--- config.mk ---
export PLATFORM = sky130hd
export DESIGN_NAME = host_stream_bridge
export DESIGN_NICKNAME = d
export VERILOG_FILES = /design/src/rtl/host_stream_bridge.sv
export SDC_FILE = /design/constraint.sdc
export NUM_CORES = 1
export LEC_CHECK = 0
export ABC_CLOCK_PERIOD_IN_PS = 2200
export BUFFER_PORTS_ARGS = -buffer_cell sky130_fd_sc_hd__buf_2
export CAP_MARGIN = 5
export CORE_UTILIZATION = 49
export CTS_BUF_LIST = sky130_fd_sc_hd__clkbuf_4
export CTS_CLUSTER_DIAMETER = 60
export DETAILED_ROUTE_END_ITERATION = 10
export PLACE_DENSITY = 0.78
export REMOVE_ABC_BUFFERS = 1
export SLEW_MARGIN = 20
export SYNTH_ARGS = -nofsm -noshare
export SYNTH_HDL_FRONTEND = slang
export SYNTH_SLANG_ARGS = --single-unit
--- constraint.sdc ---
create_clock -name clock -period 2.2 [get_ports clock]
set_clock_uncertainty 0.1 [all_clocks]
set_input_delay 0.33 -clock clock [delete_from_list [all_inputs] [get_ports clock]]
set_output_delay 0.33 -clock clock [all_outputs]
set_load 0.01 [all_outputs]
--- src/rtl/host_stream_bridge.sv ---
// Purpose: host wire-endpoint <-> emulator stream bridge; seq/ack handshake to valid/ready, per-channel out FIFOs. Optional HOST_BRIDGE_BEAT_COUNTERS_EN adds beat_count.
// Latency: in-beat valid 1 cycle after seq change, ack 1 cycle after handshake; out data/count/pop_ack visible 1 cycle after push/pop.
// Backpressure: in-channel holds valid until ready; out-channel ready drops when FIFO full; host pops on empty are flagged, never stall.

// Purpose: small synchronous FIFO with occupancy count and zeroed head when empty.
// Latency: push/pop reflected in count and rd_dat on the cycle after the edge.
// Backpressure: caller must not push when full or pop when empty.
module host_stream_bridge_fifo #(
    parameter int W     = 16,
    parameter int DEPTH = 4
) (
    input  logic                     clock,
    input  logic                     reset,
    input  logic                     push,
    input  logic                     pop,
    input  logic [W-1:0]             wr_dat,
    output logic [W-1:0]             rd_dat,
    output logic [$clog2(DEPTH):0]   count,
    output logic                     full,
    output logic                     empty
);
    localparam int AW = $clog2(DEPTH);
    localparam logic [AW:0] FULL_CNT = (AW+1)'(DEPTH);

    logic [W-1:0]  mem [DEPTH];
    logic [AW-1:0] wr_ptr;
    logic [AW-1:0] rd_ptr;
    logic [AW:0]   cnt;

    // Storage array; contents need no reset because the count gates the head.
    always_ff @(posedge clock) begin
        if (push) mem[wr_ptr] <= wr_dat;
    end

    // Pointers and occupancy; simultaneous push and pop leave the count unchanged.
    always_ff @(posedge clock or negedge reset) begin
        if (!reset) begin
            wr_ptr <= '0;
            rd_ptr <= '0;
            cnt    <= '0;
        end else begin
            if (push) wr_ptr <= wr_ptr + 1'b1;
            if (pop)  rd_ptr <= rd_ptr + 1'b1;
            case ({push, pop})
                2'b10:   cnt <= cnt + 1'b1;
                2'b01:   cnt <= cnt - 1'b1;
                default: cnt <= cnt;
            endcase
        end
    end

    assign full   = (cnt == FULL_CNT);
    assign empty  = (cnt == '0);
    assign rd_dat = empty ? '0 : mem[rd_ptr];
    assign count  = cnt;
endmodule

// Purpose: bridge top; NUM_IN seq-driven input channels, NUM_OUT FIFO-buffered output channels, sticky error flags.
// Latency: 1 cycle seq-change to valid; min 2 cycles between beats on one input channel; 1 pop per cycle per output channel.
// Backpressure: dut_in_valid held until dut_in_ready; dut_out_ready = FIFO not full (held low during and right after reset).
module host_stream_bridge #(
    parameter int NUM_IN     = 3,
    parameter int NUM_OUT    = 1,
    parameter int DATA_W     = 16,
    parameter int FIFO_DEPTH = 4,
    parameter int SEQ_W      = 8
) (
    input  logic                                          clock,
    input  logic                                          reset,
    input  logic [NUM_IN*DATA_W-1:0]                      host_in_data,
    input  logic [NUM_IN*SEQ_W-1:0]                       host_in_seq,
    output logic [NUM_IN*SEQ_W-1:0]                       host_in_ack,
    output logic [NUM_IN-1:0]                             dut_in_valid,
    input  logic [NUM_IN-1:0]                             dut_in_ready,
    output logic [NUM_IN*DATA_W-1:0]                      dut_in_bits,
    input  logic [NUM_OUT-1:0]                            dut_out_valid,
    output logic [NUM_OUT-1:0]                            dut_out_ready,
    input  logic [NUM_OUT*DATA_W-1:0]                     dut_out_bits,
    output logic [NUM_OUT*DATA_W-1:0]                     host_out_data,
    output logic [NUM_OUT*($clog2(FIFO_DEPTH)+1)-1:0]     host_out_count,
    input  logic [NUM_OUT*SEQ_W-1:0]                      host_out_pop_seq,
    output logic [NUM_OUT*SEQ_W-1:0]                      host_out_pop_ack,
    output logic [2:0]                                    err,
    input  logic                                          err_clr
`ifdef HOST_BRIDGE_BEAT_COUNTERS_EN
    ,
    output logic [(NUM_IN+NUM_OUT)*32-1:0]                beat_count
`endif
);
    localparam int CNT_W = $clog2(FIFO_DEPTH) + 1;
    localparam logic [0:0] ST_IDLE = 1'b0;
    localparam logic [0:0] ST_SEND = 1'b1;

    logic [NUM_IN-1:0]  in_ovr;
    logic [NUM_OUT-1:0] out_udf;
    logic               out_en;
    logic [1:0]         err_q;

    for (genvar i = 0; i < NUM_IN; i++) begin : g_in
        logic [0:0]        state;
        logic [DATA_W-1:0] cap_dat;
        logic [SEQ_W-1:0]  cap_seq;
        logic [SEQ_W-1:0]  ack_seq;
        logic [SEQ_W-1:0]  cmd_seq;

        assign cmd_seq = host_in_seq[i*SEQ_W +: SEQ_W];

        // Capture a new command when seq differs from ack, then hold it until the DUT takes it.
        always_ff @(posedge clock or negedge reset) begin
            if (!reset) begin
                state   <= ST_IDLE;
                cap_dat <= '0;
                cap_seq <= '0;
                ack_seq <= '0;
            end else begin
                case (state)
                    ST_IDLE: begin
                        if (cmd_seq != ack_seq) begin
                            cap_dat <= host_in_data[i*DATA_W +: DATA_W];
                            cap_seq <= cmd_seq;
                            state   <= ST_SEND;
                        end
                    end
                    ST_SEND: begin
                        if (dut_in_ready[i]) begin
                            ack_seq <= cap_seq;
                            state   <= ST_IDLE;
                        end
                    end
                    default: state <= ST_IDLE;
                endcase
            end
        end

        assign dut_in_valid[i]                  = (state == ST_SEND);
        assign dut_in_bits[i*DATA_W +: DATA_W]  = cap_dat;
        assign host_in_ack[i*SEQ_W +: SEQ_W]    = ack_seq;
        // Host moved on before the held beat was taken: that command slot is overrun.
        assign in_ovr[i] = (state == ST_SEND) && (cmd_seq != cap_seq);
    end

    // Keeps dut_out_ready low while in reset and for the first cycle after release.
    always_ff @(posedge clock or negedge reset) begin
        if (!reset) out_en <= 1'b0;
        else        out_en <= 1'b1;
    end

    for (genvar j = 0; j < NUM_OUT; j++) begin : g_out
        logic [SEQ_W-1:0]  pop_seq;
        logic [SEQ_W-1:0]  pop_ack;
        logic              pend;
        logic              push;
        logic              pop;
        logic              full;
        logic              empty;
        logic [CNT_W-1:0]  cnt;
        logic [DATA_W-1:0] head;

        assign pop_seq          = host_out_pop_seq[j*SEQ_W +: SEQ_W];
        assign pend             = (pop_seq != pop_ack);
        assign dut_out_ready[j] = out_en & ~full;
        assign push             = dut_out_valid[j] & dut_out_ready[j];
        assign pop              = pend & ~empty;
        assign out_udf[j]       = pend & empty;

        // Every pending pop request is acknowledged, even on empty, so the host never hangs.
        always_ff @(posedge clock or negedge reset) begin
            if (!reset)    pop_ack <= '0;
            else if (pend) pop_ack <= pop_ack + 1'b1;
        end

        host_stream_bridge_fifo #(
            .W     (DATA_W),
            .DEPTH (FIFO_DEPTH)
        ) u_fifo (
            .clock  (clock),
            .reset  (reset),
            .push   (push),
            .pop    (pop),
            .wr_dat (dut_out_bits[j*DATA_W +: DATA_W]),
            .rd_dat (head),
            .count  (cnt),
            .full   (full),
            .empty  (empty)
        );

        assign host_out_data[j*DATA_W +: DATA_W]  = head;
        assign host_out_count[j*CNT_W +: CNT_W]   = cnt;
        assign host_out_pop_ack[j*SEQ_W +: SEQ_W] = pop_ack;
    end

    // Sticky error flags; a clear in the same cycle as a new event wins.
    always_ff @(posedge clock or negedge reset) begin
        if (!reset)       err_q <= '0;
        else if (err_clr) err_q <= '0;
        else              err_q <= err_q | {|out_udf, |in_ovr};
    end

    assign err = {1'b0, err_q};

`ifdef HOST_BRIDGE_BEAT_COUNTERS_EN
    for (genvar i = 0; i < NUM_IN; i++) begin : g_in_cnt
        logic [31:0] bc;
        // Free-running count of accepted input beats.
        always_ff @(posedge clock or negedge reset) begin
            if (!reset)                              bc <= '0;
            else if (dut_in_valid[i] & dut_in_ready[i]) bc <= bc + 32'd1;
        end
        assign beat_count[i*32 +: 32] = bc;
    end
    for (genvar j = 0; j < NUM_OUT; j++) begin : g_out_cnt
        logic [31:0] bc;
        // Free-running count of beats pushed into the output FIFO.
        always_ff @(posedge clock or negedge reset) begin
            if (!reset)                                  bc <= '0;
            else if (dut_out_valid[j] & dut_out_ready[j]) bc <= bc + 32'd1;
        end
        assign beat_count[(NUM_IN+j)*32 +: 32] = bc;
    end
`endif
endmodule

# Word-level counts from Yosys, hierarchy flattened
# Memory sizes are Yosys's and may differ from the RTL's.
# Index checks and enable logic that the tools add are counted.
[word_totals]
memories = 1
reg_bits = 117
mem_bits_rw = 64
in_bits = 103
[op_classes]
muxes = 14
n_eq_ne = 10
bitwise = 10
reduce_logical = 12
n_addsub = 5
[memory_table]
columns = ["memory", "words", "word_bits", "read_ports", "rd_clocked_by_memory_dff", "write_ports", "line_no", "text"]
rows = [
  ["g_out[0].u_fifo.mem", 4, 16, 1, 0, 1, "25", "logic [W-1:0] mem [DEPTH];"],
]
[op_table]
columns = ["operator", "n"]
rows = [
  ["8-bit inequality test", 7],
  ["16-bit two-way mux", 1],
  ["2-bit AND reduction", 6],
  ["8-bit by 1-bit adder with 8-bit output, second input constant", 1],
  ["1-bit two-way mux", 8],
  ["1-bit case mux with 2 select lines", 3],
  ["3-bit case mux with 2 select lines", 1],
  ["1-bit inverter", 5],
  ["2-bit by 1-bit adder with 2-bit output, second input constant", 2],
  ["1-bit AND", 4],
  ["3-bit by 1-bit adder with 3-bit output, second input constant", 1],
  ["3-bit equality test, second input constant", 1],
  ["1-bit logical AND", 3],
  ["3-bit zero test", 1],
  ["3-bit OR reduction", 1],
  ["3-bit by 1-bit subtractor with 3-bit output, second input constant", 1],
  ["2-bit by 1-bit equality test with 1-bit output, second input constant", 1],
  ["2-bit equality test, second input constant", 1],
  ["2-bit two-way mux", 1],
  ["2-bit bitwise OR", 1],
  ["2-bit nonzero test", 1],
]

# Longest topological paths before layout
[logic_depth]
word_depth = 6
ltp_mapped = 10

# Modules after synthesis
# A second synthesis with hierarchy kept.
[unflattened]
hier_cells = 467
area_unflattened_um2 = 7744.9
[modules_own_cells]
columns = ["module", "instances", "cells_per_inst", "area_each_um2"]
rows = [
  ["host_stream_bridge", 1, 330, 4805.9],
  ["host_stream_bridge_fifo", 1, 137, 2939.1],
]

# Worst setup path before layout
# Ideal clock, no wire load.
[synth_path]
path_kind = "register -> register"
from = "register g_out[0].pop_ack[0], in the netlist host_out_pop_ack[0]"
to = "register g_out[0].u_fifo.cnt[2]"
required_time_ps = 2021
setup_ps = 79
slack_ps = 39
stages_incl_launch_ff = 10
synth_period_minus_slack_ps = 2161
arrival_time_ps = 1981
n_path_buf = 0
cell_sequence = "dfrtp_1 -> xor2_1 -> nor4_2 -> a21oi_1 -> ha_1 -> inv_1 -> fa_1 -> xor2_1 -> nor2_1 -> xor2_1"
[synth_between]
elab_chain_cells = 4
elab_cells_between_ends = 6
classes_between = "eq/ne (3); mux (1); bitwise (1); reduce/logical (1)"
[synth_lines]
columns = ["item", "line_no", "text"]
rows = [
  ["start, declared", "150", "logic [SEQ_W-1:0] pop_ack;"],
  ["start signal, assigned", "169", "else if (pend) pop_ack <= pop_ack + 1'b1;"],
  ["8-bit inequality test (*)", "160", "assign pend = (pop_seq != pop_ack);"],
  ["1-bit AND (*)", "163", "assign pop = pend & ~empty;"],
  ["via g_out[0].pop", "153", "logic pop;"],
  ["2-bit by 1-bit equality test with 1-bit output / 2-bit equality test (equally long branches)", "44", "case ({push, pop})"],
  ["3-bit case mux with 2 select lines / 2-bit nonzero test (equally long branches)", "-", ""],
  ["end signal, assigned", "45", "2'b10: cnt <= cnt + 1'b1;"],
  ["end signal, assigned", "46", "2'b01: cnt <= cnt - 1'b1;"],
  ["end signal, assigned", "47", "default: cnt <= cnt;"],
  ["end, declared", "28", "logic [AW:0] cnt;"],
]
# Mark *: on every way through the listed nets, which the timed path passes. The rest lies on a longest branch.
# A chain may end at the register's enable or synchronous reset.

# Final worst setup path
[layout_path]
from = "register g_out[0].u_fifo.rd_ptr[0]"
to = "output host_out_data[4]"
[layout_between]
elab_chain_cells = 2
[layout_lines]
columns = ["item", "line_no", "text"]
rows = [
  ["start, declared", "27", "logic [AW-1:0] rd_ptr;"],
  ["start signal, assigned", "43", "if (pop) rd_ptr <= rd_ptr + 1'b1;"],
  ["memory read 4 x 16 bit", "-", ""],
  ["16-bit two-way mux", "54", "assign rd_dat = empty ? '0 : mem[rd_ptr];"],
  ["end, declared", "79", "output logic [NUM_OUT*DATA_W-1:0] host_out_data,"],
]
# Every way passes these cells.

==> metrics.md <==
| Metric | Value |
|---|---|
| Status | `finished, violations left` |
| Violated checks | `setup timing` |
| Primary FF master, synth | `dfrtp_1` |
| Slew margin rel. | `0.417` |
| Area leader, netlist | `dfrtp_1` |
| IO Port Bufs | `roughly 210` |
| Initial antenna violation count | `1` |
| P per Cell Area | `a little under 1000 nW/um^2` |
| Nets | `around 900` |
| CTS Buf Count | `17` |
| Worst Setup EP | `host_out_data[4]` |
| Post-Syn Instances | `roughly 470` |
| FF-to-FF setup slack | `roughly 80 ps` |
| CP max-delay cell | `mux4_2` |
| Kind of start point of the critical path | `flip-flop` |
| Gpl congestion | `around 0.8` |
| Root buf cell | `clkbuf_4` |
| Yosys cell types | `35` |
| Final core occ | `0.668` |
| Final worst slack | `-197 ps` |
| Max Cap Viol | `0` |
| Synth top area share | `0.371` |
| H-tree levels | `4` |
| R2r worst-path depth | `9` |
| Worst Path Arrival | `roughly 2000 ps` |
| Synth warnings | `0` |
| Critical Path RT | `around 1800 ps` |
| Asr flop ratio synth | `0.646` |
| Clk Latency, worst-skew pair | `between 500 and 600 ps` |
| Area delta synth->final | `33.8%` |
| First-pass GRT wire length | `between 20000 and 30000 um` |
| Chip Width | `roughly 130 um` |
| EDFF count, synth | `64` |
| Longest Clk Path Bufs | `2` |
| I/O pin cnt | `~210` |
| CP Max Fanout | `7` |
| P_leak | `between 4 and 5 nW` |
| Clock Sinks | `about 180` |
| CP cell instances | `buf_12, mux4_2, and2b_1, buf_2` |
| Final worst-path cycle share | `1.09` |
| Hold slack | `approximately 57 ps` |
| DR iter-0 viols | `236` |
| Ratio of cells with drive above 1 in the final layout | `0.496` |
| Worst Setup SP | `g_out[0].u_fifo.rd_ptr[0]` |
| Routed length per instance | `17.1 um` |
| Worst Tran Pin Value | `874 ps` |
| Synth top area cells | `dfrtp_1, edfxtp_1, mux2_4, xnor2_1, mux2_2` |
| R2r startpoint | `host_out_pop_ack[6]` |
| Crit Path Class | `reg2out` |
| Final cell count without fillers | `1023` |
| Final setup fails | `16` |
| HP Class | `in2reg` |
| Reg clk slew, reported paths | `approximately 140 ps` |
| Initial core utilization | `0.499` |
| GRT Total Usage | `0.221` |
| Detailed Route WL | `around 18000 um` |
| Die Footprint | `between 15000 and 20000 um^2` |
| DR DRC count | `0` |
| Setup slack at placement | `-30.8 ps` |
| Grt total ovfl | `0` |
| Routed vias/inst | `4.99` |
| Worst Setup End Kind | `output port` |
| RSZ-0062 raised after global routing | `yes` |
| Tmin final | `approximately 2400 ps` |
| DR pass1 iterations | `4` |
| Max Clock Freq | `417 MHz` |
| Yosys reg bits | `approximately 180` |
| Synth Cell Area | `approximately 7900 um^2` |
| Core Area | `approximately 16000 um^2` |
| Slowest stage delay, CP | `approximately 510 ps` |
| Worst R2R End | `g_out[0].u_fifo.count[2]` |
| Vias in the first global route | `5489` |
| Fillers | `roughly 1100` |
| Die Y | `129 um` |
| Hpwl dp | `11300 um` |
| Rows | `between 40 and 50` |
| Sequential element share of the synthesized area | `0.614` |
| Slew Limit Fails | `0` |
| Vias after detailed routing | `~5000` |
| TritonCTS clock tree | `built` |
| Syn Area/Cell | `~17 um^2` |
| Peak VDD IR | `between 0.0005 and 0.0006 V` |
| Cell count after placement | `894` |
| Post-route ant nets | `0` |
| Largest net degree at the start of global routing | `69` |
| Hold Violations, Final | `0` |
| Final total power | `10.2 mW` |
-- sequential cells by signal, summed over array words and instances (netlist names) --
signal	flops
out_en	1
err_q	2
g_out.u_fifo.rd_ptr	2
g_in.state	3
g_out.u_fifo.mem	64
g_in.ack_seq	24
host_out_pop_ack	8
g_out.u_fifo.count	3
g_in.cap_seq	24
g_in.cap_dat	48
g_out.u_fifo.wr_ptr	2
-- routing by layer --
metal | global-route usage | part of all wire | vias up
met5 | 0 | 0 | -
met1 | 0.270 | 0.41 | 2576
met3 | 0.0553 | 0.057 | 25
met2 | 0.382 | 0.52 | 169
met4 | 0.0747 | 0.017 | 0
li1 | - | - | 2339
-- cells in the mapped netlist (3+ instances only) --
cell      count
mux4_2       16
nor2_4        3
xor2_1       20
buf_12        4
nand4_1      15
inv_1         7
mux2_2       36
xnor2_1      49
nand2_1       7
edfxtp_1     64
o21ai_0       3
ha_1          6
o31a_1        3
dfrtp_1     117
a21oi_1       3
and3_1        5
mux2_4       61
nor2_2        3
and2b_1      13
buf_4         6
nor2b_1       3
-- power breakdown --
part	internal, mW	total [mW]	switching (mW)	leakage [nW]
registers	4.11	4.58	0.464	1.95
clock network	0.703	1.84	1.14	0.153
logic	2.10	3.78	1.68	2.54
total	6.92	10.2	3.28	4.64
-- stage by stage --
stage	instance area, um^2	TNS [ps]
after global routing	10600	-4290
after floorplan	7730	-439
after detailed placement	9260	-30.8
after global placement	9260	0
after CTS	10500	-3850
final	10600	-2600
-- critical path: cells and delay by family (launching register included) --
kind	cells	cell delay [ps]
buf+inv	2	290
flops	1	450
mux	1	510
simple gates	1	180
-- area by class of cell --
type	instances	area (um^2)	share of cell area
Antenna cell	1	2.50	0.000237
Tap cell	216	270	0.0256
Inverter	7	26.3	0.00249
Timing Repair Buffer	323	2220	0.211
Multi-Input combinational cell	263	2900	0.275
Clock buffer	18	135	0.0128
Sequential cell	181	4850	0.459
Clock inverter	14	153	0.0144
-- cell usage in the layout (no fill, tap or decap), types with 3 or more instances in the layout --
master,count
and2b_1,13
and3_1,5
buf_12,4
buf_2,203
buf_4,21
buf_6,4
clkbuf_4,18
clkinv_2,3
dfrtp_1,115
dlygate4sd3_1,90
edfxtp_1,64
ha_1,5
inv_1,5
mux2_2,36
mux2_4,61
mux4_2,16
nand2_1,7
nand4_1,15
nor2_2,4
nor2_4,3
o21ai_0,3
o31a_1,3
xnor2_1,49
xor2_1,20
-- cell families (layout without fill, tap and decap cells) --
logic type | count (synthesis) | after routing | share of synthesized area
AND/OR/NAND/NOR | 59 | 60 | 0.0494
AO/OA/AOI/OAI | 11 | 11 | 0.00872
adder cells (fa/ha/maj) | 7 | 7 | 0.0120
buffers and inverters | 22 | 362 | 0.0238
flip-flops | 181 | 181 | 0.614
multiplexers | 114 | 114 | 0.214
other | 2 | 3 | 0.000951
XOR/XNOR | 69 | 69 | 0.0765
-- worst min-delay path by stage --
stage	from	end	slack, ps	cells after the start
6_report	dut_out_valid	g_out[0].u_fifo.wr_ptr[0]	60	3
2_1_floorplan	reset	err_q[0]	-70	0
4_1_cts	reset	g_in[1].cap_dat[4]	5	2
3_3_place_gp	reset	g_in[1].cap_dat[4]	110	1
5_1_grt	dut_out_valid	g_out[0].u_fifo.wr_ptr[0]	10	3
3_5_place_dp	reset	g_in[1].cap_dat[4]	120	1
-- repair_timing --
item,in CTS,in global routing
buffers inserted,4,0
pin swaps,3,4
endpoints found under the setup margin,17,19
gates resized for setup,1,15
hold buffers,90,0
cloned,0,2
endpoints found under the hold margin,255,0
(Power assumes the default switching activity.)
